### src/rtl/msf_frame_decoder_if.sv
// Bus between the MSF pulse demodulator and the frame decoder, plus the decoded digit outputs.
interface msf_frame_decoder_if;
  logic       sec_valid_i;
  logic       sec_a_i;
  logic       sec_b_i;
  logic       minute_mark_i;
  logic       load_o;
  logic [3:0] year_h_o;
  logic [3:0] year_l_o;
  logic [0:0] month_h_o;
  logic [3:0] month_l_o;
  logic [1:0] day_h_o;
  logic [3:0] day_l_o;
  logic [1:0] hour_h_o;
  logic [3:0] hour_l_o;
  logic [2:0] minute_h_o;
  logic [3:0] minute_l_o;
  logic [2:0] second_h_o;
  logic [3:0] second_l_o;
  logic       sync_o;
  logic       err_o;

  modport master (
    output sec_valid_i, sec_a_i, sec_b_i, minute_mark_i,
    input  load_o, year_h_o, year_l_o, month_h_o, month_l_o, day_h_o, day_l_o,
           hour_h_o, hour_l_o, minute_h_o, minute_l_o, second_h_o, second_l_o,
           sync_o, err_o
  );

  modport slave (
    input  sec_valid_i, sec_a_i, sec_b_i, minute_mark_i,
    output load_o, year_h_o, year_l_o, month_h_o, month_l_o, day_h_o, day_l_o,
           hour_h_o, hour_l_o, minute_h_o, minute_l_o, second_h_o, second_l_o,
           sync_o, err_o
  );
endinterface

### src/rtl/msf_frame_decoder.sv
// Collects one MSF minute of A/B bits, validates markers, parity and ranges,
// and loads BCD date/time digits at the marker that closes the frame.
module msf_frame_decoder (
  input logic                clk_i,
  input logic                rst_ni,
  msf_frame_decoder_if.slave bus
);
  localparam int unsigned CntW   = 6;
  localparam int unsigned ShW    = 43;  // A bits of seconds 17..59
  localparam int unsigned BW     = 4;   // B bits of seconds 54..57
  localparam int unsigned TimeW  = 32;
  localparam int unsigned FirstA = 17;
  localparam int unsigned FirstB = 54;
  localparam int unsigned LastB  = 57;
  localparam logic [CntW-1:0] LastSec = CntW'(59);

  typedef enum logic {HUNT, RECEIVE} state_e;

  state_e             state_q, state_d;
  logic [CntW-1:0]    cnt_q, cnt_d, idx;
  logic [ShW-1:0]     a_q, a_d;   // MSB-first shift: second s sits at bit 59-s
  logic [BW-1:0]      b_q, b_d;   // bit 3 = 54B ... bit 0 = 57B
  logic [TimeW-1:0]   time_q, time_d, cand;
  logic               load_q, load_d, err_q, err_d, sync_q, sync_d;
  logic               parity_ok, marker_ok, range_ok, frame_ok;

  // Candidate digits: year..day (seconds 17-35) and hour..minute (39-51), skipping day-of-week.
  assign cand = {a_q[42:24], a_q[20:8]};

  assign marker_ok = (a_q[7:0] == 8'b0111_1110);
  assign parity_ok = (^{a_q[42:35], b_q[3]}) & (^{a_q[34:24], b_q[2]}) &
                     (^{a_q[23:21], b_q[1]}) & (^{a_q[20:8],  b_q[0]});

  // BCD and calendar range checks on the candidate digits.
  always_comb begin
    range_ok = (cand[27:24] <= 4'd9) && (cand[22:19] <= 4'd9) && (cand[16:13] <= 4'd9) &&
               (cand[10:7] <= 4'd9) && (cand[3:0] <= 4'd9) && (cand[6:4] <= 3'd5);
    if (cand[23]) range_ok = range_ok && (cand[22:19] <= 4'd2);
    else          range_ok = range_ok && (cand[22:19] != 4'd0);
    if (cand[18:17] == 2'd0)      range_ok = range_ok && (cand[16:13] != 4'd0);
    else if (cand[18:17] == 2'd3) range_ok = range_ok && (cand[16:13] <= 4'd1);
    if (cand[12:11] == 2'd2)      range_ok = range_ok && (cand[10:7] <= 4'd3);
    else if (cand[12:11] == 2'd3) range_ok = 1'b0;
  end

  assign frame_ok = (cnt_q == LastSec) && marker_ok && parity_ok && range_ok;
  assign idx      = CntW'(cnt_q + CntW'(1));

  // Next-state, capture and output decisions.
  always_comb begin
    state_d = state_q;
    cnt_d   = cnt_q;
    a_d     = a_q;
    b_d     = b_q;
    time_d  = time_q;
    load_d  = 1'b0;
    err_d   = 1'b0;
    sync_d  = sync_q;
    case (state_q)
      HUNT: begin
        if (bus.minute_mark_i) begin
          state_d = RECEIVE;
          cnt_d   = '0;
          a_d     = '0;
          b_d     = '0;
        end
      end
      RECEIVE: begin
        if (bus.minute_mark_i) begin
          if (frame_ok) begin
            time_d = cand;
            load_d = 1'b1;
            sync_d = 1'b1;
          end else begin
            err_d  = 1'b1;
            sync_d = 1'b0;
          end
          cnt_d = '0;
          a_d   = '0;
          b_d   = '0;
        end else if (bus.sec_valid_i) begin
          if (cnt_q == LastSec) begin
            err_d   = 1'b1;
            sync_d  = 1'b0;
            state_d = HUNT;
            cnt_d   = '0;
          end else begin
            cnt_d = idx;
            if (idx >= CntW'(FirstA)) a_d = {a_q[ShW-2:0], bus.sec_a_i};
            if ((idx >= CntW'(FirstB)) && (idx <= CntW'(LastB))) b_d = {b_q[BW-2:0], bus.sec_b_i};
          end
        end
      end
      default: state_d = HUNT;
    endcase
  end

  // State and output registers.
  always_ff @(posedge clk_i or negedge rst_ni) begin
    if (!rst_ni) begin
      state_q <= HUNT;
      cnt_q   <= '0;
      a_q     <= '0;
      b_q     <= '0;
      time_q  <= '0;
      load_q  <= 1'b0;
      err_q   <= 1'b0;
      sync_q  <= 1'b0;
    end else begin
      state_q <= state_d;
      cnt_q   <= cnt_d;
      a_q     <= a_d;
      b_q     <= b_d;
      time_q  <= time_d;
      load_q  <= load_d;
      err_q   <= err_d;
      sync_q  <= sync_d;
    end
  end

  assign bus.load_o     = load_q;
  assign bus.err_o      = err_q;
  assign bus.sync_o     = sync_q;
  assign bus.year_h_o   = time_q[31:28];
  assign bus.year_l_o   = time_q[27:24];
  assign bus.month_h_o  = time_q[23:23];
  assign bus.month_l_o  = time_q[22:19];
  assign bus.day_h_o    = time_q[18:17];
  assign bus.day_l_o    = time_q[16:13];
  assign bus.hour_h_o   = time_q[12:11];
  assign bus.hour_l_o   = time_q[10:7];
  assign bus.minute_h_o = time_q[6:4];
  assign bus.minute_l_o = time_q[3:0];
  assign bus.second_h_o = 3'd0;
  assign bus.second_l_o = 4'd0;
endmodule

### src/flat_wrapper.sv
// flat-port wrapper written by rule: the top's interface ports become plain ports
module msf_frame_decoder_flat 
  (clk_i, rst_ni, bus_sec_valid_i, bus_sec_a_i, bus_sec_b_i, bus_minute_mark_i, bus_load_o, bus_year_h_o, bus_year_l_o, bus_month_h_o, bus_month_l_o, bus_day_h_o, bus_day_l_o, bus_hour_h_o, bus_hour_l_o, bus_minute_h_o, bus_minute_l_o, bus_second_h_o, bus_second_l_o, bus_sync_o, bus_err_o);
  msf_frame_decoder_if bus_i ();
  input logic clk_i;
  input logic rst_ni;
  input wire logic [$bits(bus_i.sec_valid_i)-1:0] bus_sec_valid_i;
  input wire logic [$bits(bus_i.sec_a_i)-1:0] bus_sec_a_i;
  input wire logic [$bits(bus_i.sec_b_i)-1:0] bus_sec_b_i;
  input wire logic [$bits(bus_i.minute_mark_i)-1:0] bus_minute_mark_i;
  output wire logic [$bits(bus_i.load_o)-1:0] bus_load_o;
  output wire logic [$bits(bus_i.year_h_o)-1:0] bus_year_h_o;
  output wire logic [$bits(bus_i.year_l_o)-1:0] bus_year_l_o;
  output wire logic [$bits(bus_i.month_h_o)-1:0] bus_month_h_o;
  output wire logic [$bits(bus_i.month_l_o)-1:0] bus_month_l_o;
  output wire logic [$bits(bus_i.day_h_o)-1:0] bus_day_h_o;
  output wire logic [$bits(bus_i.day_l_o)-1:0] bus_day_l_o;
  output wire logic [$bits(bus_i.hour_h_o)-1:0] bus_hour_h_o;
  output wire logic [$bits(bus_i.hour_l_o)-1:0] bus_hour_l_o;
  output wire logic [$bits(bus_i.minute_h_o)-1:0] bus_minute_h_o;
  output wire logic [$bits(bus_i.minute_l_o)-1:0] bus_minute_l_o;
  output wire logic [$bits(bus_i.second_h_o)-1:0] bus_second_h_o;
  output wire logic [$bits(bus_i.second_l_o)-1:0] bus_second_l_o;
  output wire logic [$bits(bus_i.sync_o)-1:0] bus_sync_o;
  output wire logic [$bits(bus_i.err_o)-1:0] bus_err_o;
  assign bus_i.sec_valid_i = bus_sec_valid_i;
  assign bus_i.sec_a_i = bus_sec_a_i;
  assign bus_i.sec_b_i = bus_sec_b_i;
  assign bus_i.minute_mark_i = bus_minute_mark_i;
  assign bus_load_o = bus_i.load_o;
  assign bus_year_h_o = bus_i.year_h_o;
  assign bus_year_l_o = bus_i.year_l_o;
  assign bus_month_h_o = bus_i.month_h_o;
  assign bus_month_l_o = bus_i.month_l_o;
  assign bus_day_h_o = bus_i.day_h_o;
  assign bus_day_l_o = bus_i.day_l_o;
  assign bus_hour_h_o = bus_i.hour_h_o;
  assign bus_hour_l_o = bus_i.hour_l_o;
  assign bus_minute_h_o = bus_i.minute_h_o;
  assign bus_minute_l_o = bus_i.minute_l_o;
  assign bus_second_h_o = bus_i.second_h_o;
  assign bus_second_l_o = bus_i.second_l_o;
  assign bus_sync_o = bus_i.sync_o;
  assign bus_err_o = bus_i.err_o;
  msf_frame_decoder u_core (.clk_i(clk_i), .rst_ni(rst_ni), .bus(bus_i));
endmodule
### config.mk
export PLATFORM = sky130hd
export DESIGN_NAME = msf_frame_decoder_flat
export DESIGN_NICKNAME = d
export VERILOG_FILES = /design/src/rtl/msf_frame_decoder_if.sv /design/src/rtl/msf_frame_decoder.sv /design/src/flat_wrapper.sv
export SDC_FILE = /design/constraint.sdc
export NUM_CORES = 1
export LEC_CHECK = 0
export ABC_CLOCK_PERIOD_IN_PS = 4900
export BUFFER_PORTS_ARGS = -buffer_cell sky130_fd_sc_hd__buf_2
export CAP_MARGIN = 15
export CORE_MARGIN = 3
export CORE_UTILIZATION = 29
export CTS_BUF_LIST = sky130_fd_sc_hd__clkbuf_2
export DETAILED_ROUTE_END_ITERATION = 8
export GPL_TIMING_DRIVEN = 0
export PLACE_DENSITY_LB_ADDON = 0.12
export RECOVER_POWER = 100
export SLEW_MARGIN = 0
export SYNTH_ARGS = -nofsm -noshare
export SYNTH_HDL_FRONTEND = slang
export SYNTH_SLANG_ARGS = --single-unit
### constraint.sdc
create_clock -name clk_i -period 4.9 [get_ports clk_i]
set_clock_uncertainty 0.2 [all_clocks]
set_input_delay 0.98 -clock clk_i [delete_from_list [all_inputs] [get_ports clk_i]]
set_output_delay 0.98 -clock clk_i [all_outputs]
set_load 0.01 [all_outputs]
* Word level (Yosys, flattened, before mapping) *
Index checks and enable logic that the tools add are counted.

word-level totals
  output and inout port bits = 42
  flip-flop bits (word level) = 89

cells by class
  muxes and demuxes = 38
  eq/ne operators = 10
  add/subtract/negate cells = 1
  magnitude comparators = 12
  bitwise gates (word level) = 4
  reductions and logical operators = 28

operators by type and width
  operator                                                           number
  2-to-1 mux 43 bit                                                  5
  one-hot mux 43 bit (2 select lines)                                1
  2-to-1 mux 6 bit                                                   4
  <= comparator 4 bit, second input constant                         5
  2-to-1 mux 1 bit                                                   20
  2-to-1 mux 4 bit                                                   5
  logical AND 1 bit                                                  14
  XOR reduction 14 bit                                               1
  inequality test 3 bit, second input constant                       4
  one-hot mux 6 bit (2 select lines)                                 1
  XOR reduction 12 bit                                               1
  XOR reduction 9 bit                                                1
  == test 8 x 7 -> 1 bit, second input constant                      1
  <= comparator 4 x 2 -> 1 bit, second input constant                2
  one-hot mux 4 bit (2 select lines)                                 1
  AND reduction 4 bit                                                2
  nonzero test 4 bit                                                 2
  adder 6 x 1 -> 6 bit, second input constant                        1
  == test 2 bit, second input constant                               3
  == test 6 bit, second input constant                               1
  greater-or-equal comparator 6 x 5 -> 1 bit, second input constant  1
  greater-or-equal comparator 6 bit, second input constant           1
  <= comparator 6 bit, second input constant                         1
  AND reduction 3 bit                                                2
  10 further kinds                                                   13

* Depth between registers and ports, before layout *
  depth after elaboration = 17
  depth in mapped cells = 10
  gate-level depth less buffers = 8

* Worst setup path before layout *
OpenSTA, ideal clock, no wires.

  path type = input -> register
  start point = in bus_minute_mark_i
  end point = reg u_core.time_q[0]
  required time = 4573 ps
  setup slack = 2029 ps
  stages = 6
  setup time = 127 ps
  path buffers = 1
  arrival time = 2543 ps
  cell sequence = nand3_1 -> or4_1 -> nor4_4 -> nand4_4 -> buf_6 -> mux2_1

between the ends
  word-level cells in the longest chain between the ends = 1

RTL lines
  what                                  line                      text
  start: declaration                    flat_wrapper.sv:10        input wire logic [$bits(bus_i.minute_mark_i)-1:0] bus_minute_mark_i;
  AND reduction 3 bit (no source line)  --
  end signal: assignment                msf_frame_decoder.sv:114  time_q <= time_d;
  end: declaration                      msf_frame_decoder.sv:23   logic [TimeW-1:0] time_q, time_d, cand;

No other way between the ends.
A chain may end at the register's enable or synchronous reset.

* Worst setup path after layout *
  start point = reg u_core.cnt_q[0]
  end point = reg u_core.time_q[28]

between the ends
  word-level cells in the longest chain between the ends = 5

RTL lines
  what                                  line                      text
  start: declaration                    msf_frame_decoder.sv:20   logic [CntW-1:0] cnt_q, cnt_d, idx;
  start signal: assignment              msf_frame_decoder.sv:111  cnt_q <= cnt_d;
  == test 6 bit                         msf_frame_decoder.sv:46   assign frame_ok = (cnt_q == LastSec) && marker_ok && parity_ok && range_ok;
  logical AND 1 bit (3 in series)       msf_frame_decoder.sv:46
  AND reduction 3 bit (no source line)  --

No other way between the ends.

==> impl_metrics.toml <==
[layout]
fill_cells = 1547
area_growth_pct = 10.5
postLayoutCellArea_um2 = 4830
layout_common_cells = "dfrtp_1 (89), clkbuf_1 (62), nand2_1 (56)"
final_common_cell = "dfrtp_1"
insertedDiodeCount = 0
stdcell_count = 666
drive_above_1_share_pct = 5.60
nets = 495
regArea_um2 = 2230
multi_input_area_um2 = 1920

[run_status]
violations = "max-capacitance violations, max-slew violations"
status = "complete, but fails checks"

[synthesis]
ys.flop_type = "dfrtp_1"
synth_edf_count = 0
synth_top_area_share_pct = 51.0
seq_area_frac_synth_pct = 51.0
synth_cells = 420
ys_top_cells_by_area = "dfrtp_1 (51%), mux2_1 (8.2%), xnor2_1 (5.4%)"
synth.avg_cell_area_um2 = 10.4
synth_top_area_cell = "dfrtp_1"
synth_cell_types = 45
synth_seq_cells = 89
ys_warn_count = 0
synthArstFlopShare_pct = 100
syn_area_um2 = 4370

[sta]
period_share_pct = 77.9
worst_pin_slew_ns = 2.42
fmax_mhz = 262
final-setup-viol-count = 0
setup-tns-final_ns = 0
min_period_ns = 3.82
worst_hold_slack_ns = 0.319
final_hold_viol_count = 0
slew_violations = 44
rsz0062_at_grt = "no"
slew_headroom_pct = -61.5

[global_route]
grt_pass1_vias = 3105
grt_pass1_wl_um = 16800
antenna_found_initial = 0
grt_overflow_total = 0
grt_max_degree = 48
track_usage_pct = 13.0

[die]
start_util_pct = 29.8
core-area_um2 = 14600
die_height_um = 129
die-area_um2 = 16600
num_rows = 44
die_x_um = 129
io-pin-count = 48

[cts]
cts_root_buffer = "clkbuf_2"
tritoncts = "done"
clk_latency_ns = 0.58
clkTransAtPathRegs_ns = 0.23
clock_sinks = 89
cts_max_level = 3
cts_hold_buf = 0
cts_resized = 0
cts-buffers-inserted = 9
post_cts_buffers = 0
cts.path.max_buffers = 2

[placement]
portBuffers = 40
placed_cells = 651
gp_congestion = 0.791
dpl_cell_area_um2 = 4850
dp_hpwl_um = 7100

[setup_path]
required_ns = 5.18
critPathTopFamily = "simple AND/OR/NAND/NOR gates"
worst_setup_path_end_kind = "flop"
crit_arrival_ns = 4.09
crit_fanout = 10
critPathKind = "flop to flop"
cp_slowest_stage_delay_ns = 0.55
crit_chain = "ha_1 > clkbuf_1 > nand4_1 > nor2_1 > o2111ai_1 > nor4_1 > nand4_1 > clkbuf_1 > mux2_1"
crit_buf_inv = 2
slowest_stage = "dfrtp_1"
cp-start-kind = "flop"

[drt]
dr.pass1.iters = 4
wl_per_cell_um = 15.2
via_per_inst = 4.78
routed_wl_um = 10100
post-route-drc-count = 0
drt_iter0_markers = 146
vias = 3185
ant_nets = 0

[job]
maxCapViolations = 1

[power]
peakVddDrop_uv = 103
power_mw = 1.17
p_leak_nw = 2.13
power_per_cell_area_nw_per_um2 = 242

[min_path]
hp-class = "flop to flop"
-- layer usage --
layer | routed length (um) | vias to the layer above | track usage, %
met2 | 4440 | 72 | 18.8
met4 | 182 | 0 | 5.19
li1 | - | 1563 | -
met5 | 0 | - | 0
met1 | 5010 | 1536 | 19.0
met3 | 504 | 14 | 2.91
-- cells in the mapped netlist (2+ instances only) --
cell type and count:
inv_1 9, xnor3_1 2, or3_1 3, a22o_1 5
nand3_1 45, dfrtp_1 89, buf_6 3, nor3_1 2
a21oi_1 47, nand2_1 56, a31oi_1 5, a21o_1 2
xnor2_1 27, nand4_1 3, nor2_1 7, o21ai_0 11
and2_1 2, mux2_1 32, nor4_1 2, xor2_1 3
clkbuf_1 23, a211o_1 2, or4_1 2, ha_1 11
buf_4 7
-- final cells by class --
class,count,area share (%)
Tap cell,184,4.77
Inverter,9,0.700
Timing Repair Buffer,41,3.32
Clock buffer,10,1.04
Multi-Input combinational cell,294,39.8
Clock inverter,5,0.985
Sequential cell,89,46.1
Buffer,34,3.21
-- logic make-up (layout without fill, tap and decap cells) --
| family | after synthesis | in the layout | synth area share [%] |
|---|---|---|---|
| AOI/OAI and AO/OA | 79 | 79 | 10.4 |
| xor gates and xnor gates | 32 | 32 | 7.04 |
| adders and majority gates | 11 | 11 | 3.15 |
| buffers and inverters | 43 | 99 | 4.84 |
| DFF | 89 | 89 | 51.0 |
| muxes | 33 | 33 | 8.48 |
| other | 1 | 7 | 0.0858 |
| and+or+nand+nor | 132 | 132 | 15.1 |
-- worst reg2reg max path, cell delays in order, from the launching register on --
cell	delay (ns)
dfrtp_1	0.55
ha_1	0.19
clkbuf_1	0.27
nand4_1	0.16
nor2_1	0.33
o2111ai_1	0.18
nor4_1	0.50
nand4_1	0.52
clkbuf_1	0.42
mux2_1	0.40
-- state kept, by name, summed over array words and instances, names as in the netlist --
register,cells
u_core.a_q,43
u_core.time_q,32
u_core.cnt_q,6
u_core.b_q,4
u_core.bus.err_o,1
u_core.bus.load_o,1
u_core.bus.sync_o,1
u_core.state_q,1
-- where the power goes --
| part | switching, mW | internal, mW |
|---|---|---|
| Sequential | 0.00515 | 0.739 |
| Combinational | 0.0421 | 0.0164 |
| Clock | 0.251 | 0.112 |
| Total | 0.299 | 0.868 |
-- final timing paths --
check	startpoint	to	slack, ns	cells past startpoint
setup / recovery	u_core.cnt_q[0]$_DFFE_PN0P_	u_core.time_q[28]$_DFFE_PN0P_	1.08	9
hold / removal	u_core.time_q[17]$_DFFE_PN0P_	u_core.time_q[17]$_DFFE_PN0P_	0.32	1
setup reg to reg	u_core.cnt_q[0]$_DFFE_PN0P_	u_core.time_q[28]$_DFFE_PN0P_	1.08	9
hold reg to reg	u_core.time_q[17]$_DFFE_PN0P_	u_core.time_q[17]$_DFFE_PN0P_	0.32	1
max in group asynchronous	rst_ni	u_core.a_q[3]$_DFFE_PN0P_	1.39	2
min in group asynchronous	rst_ni	u_core.a_q[21]$_DFFE_PN0P_	0.90	1
-- stage by stage --
stage                     setup slack, ns  utilization, %
after floorplan                      2.03               -
after global placement               1.47            32.9
after detailed placement             1.44            33.1
after CTS                            1.38            33.8
after global routing                0.690            33.0
final                                1.08            33.0
(Power assumes the default switching activity.)
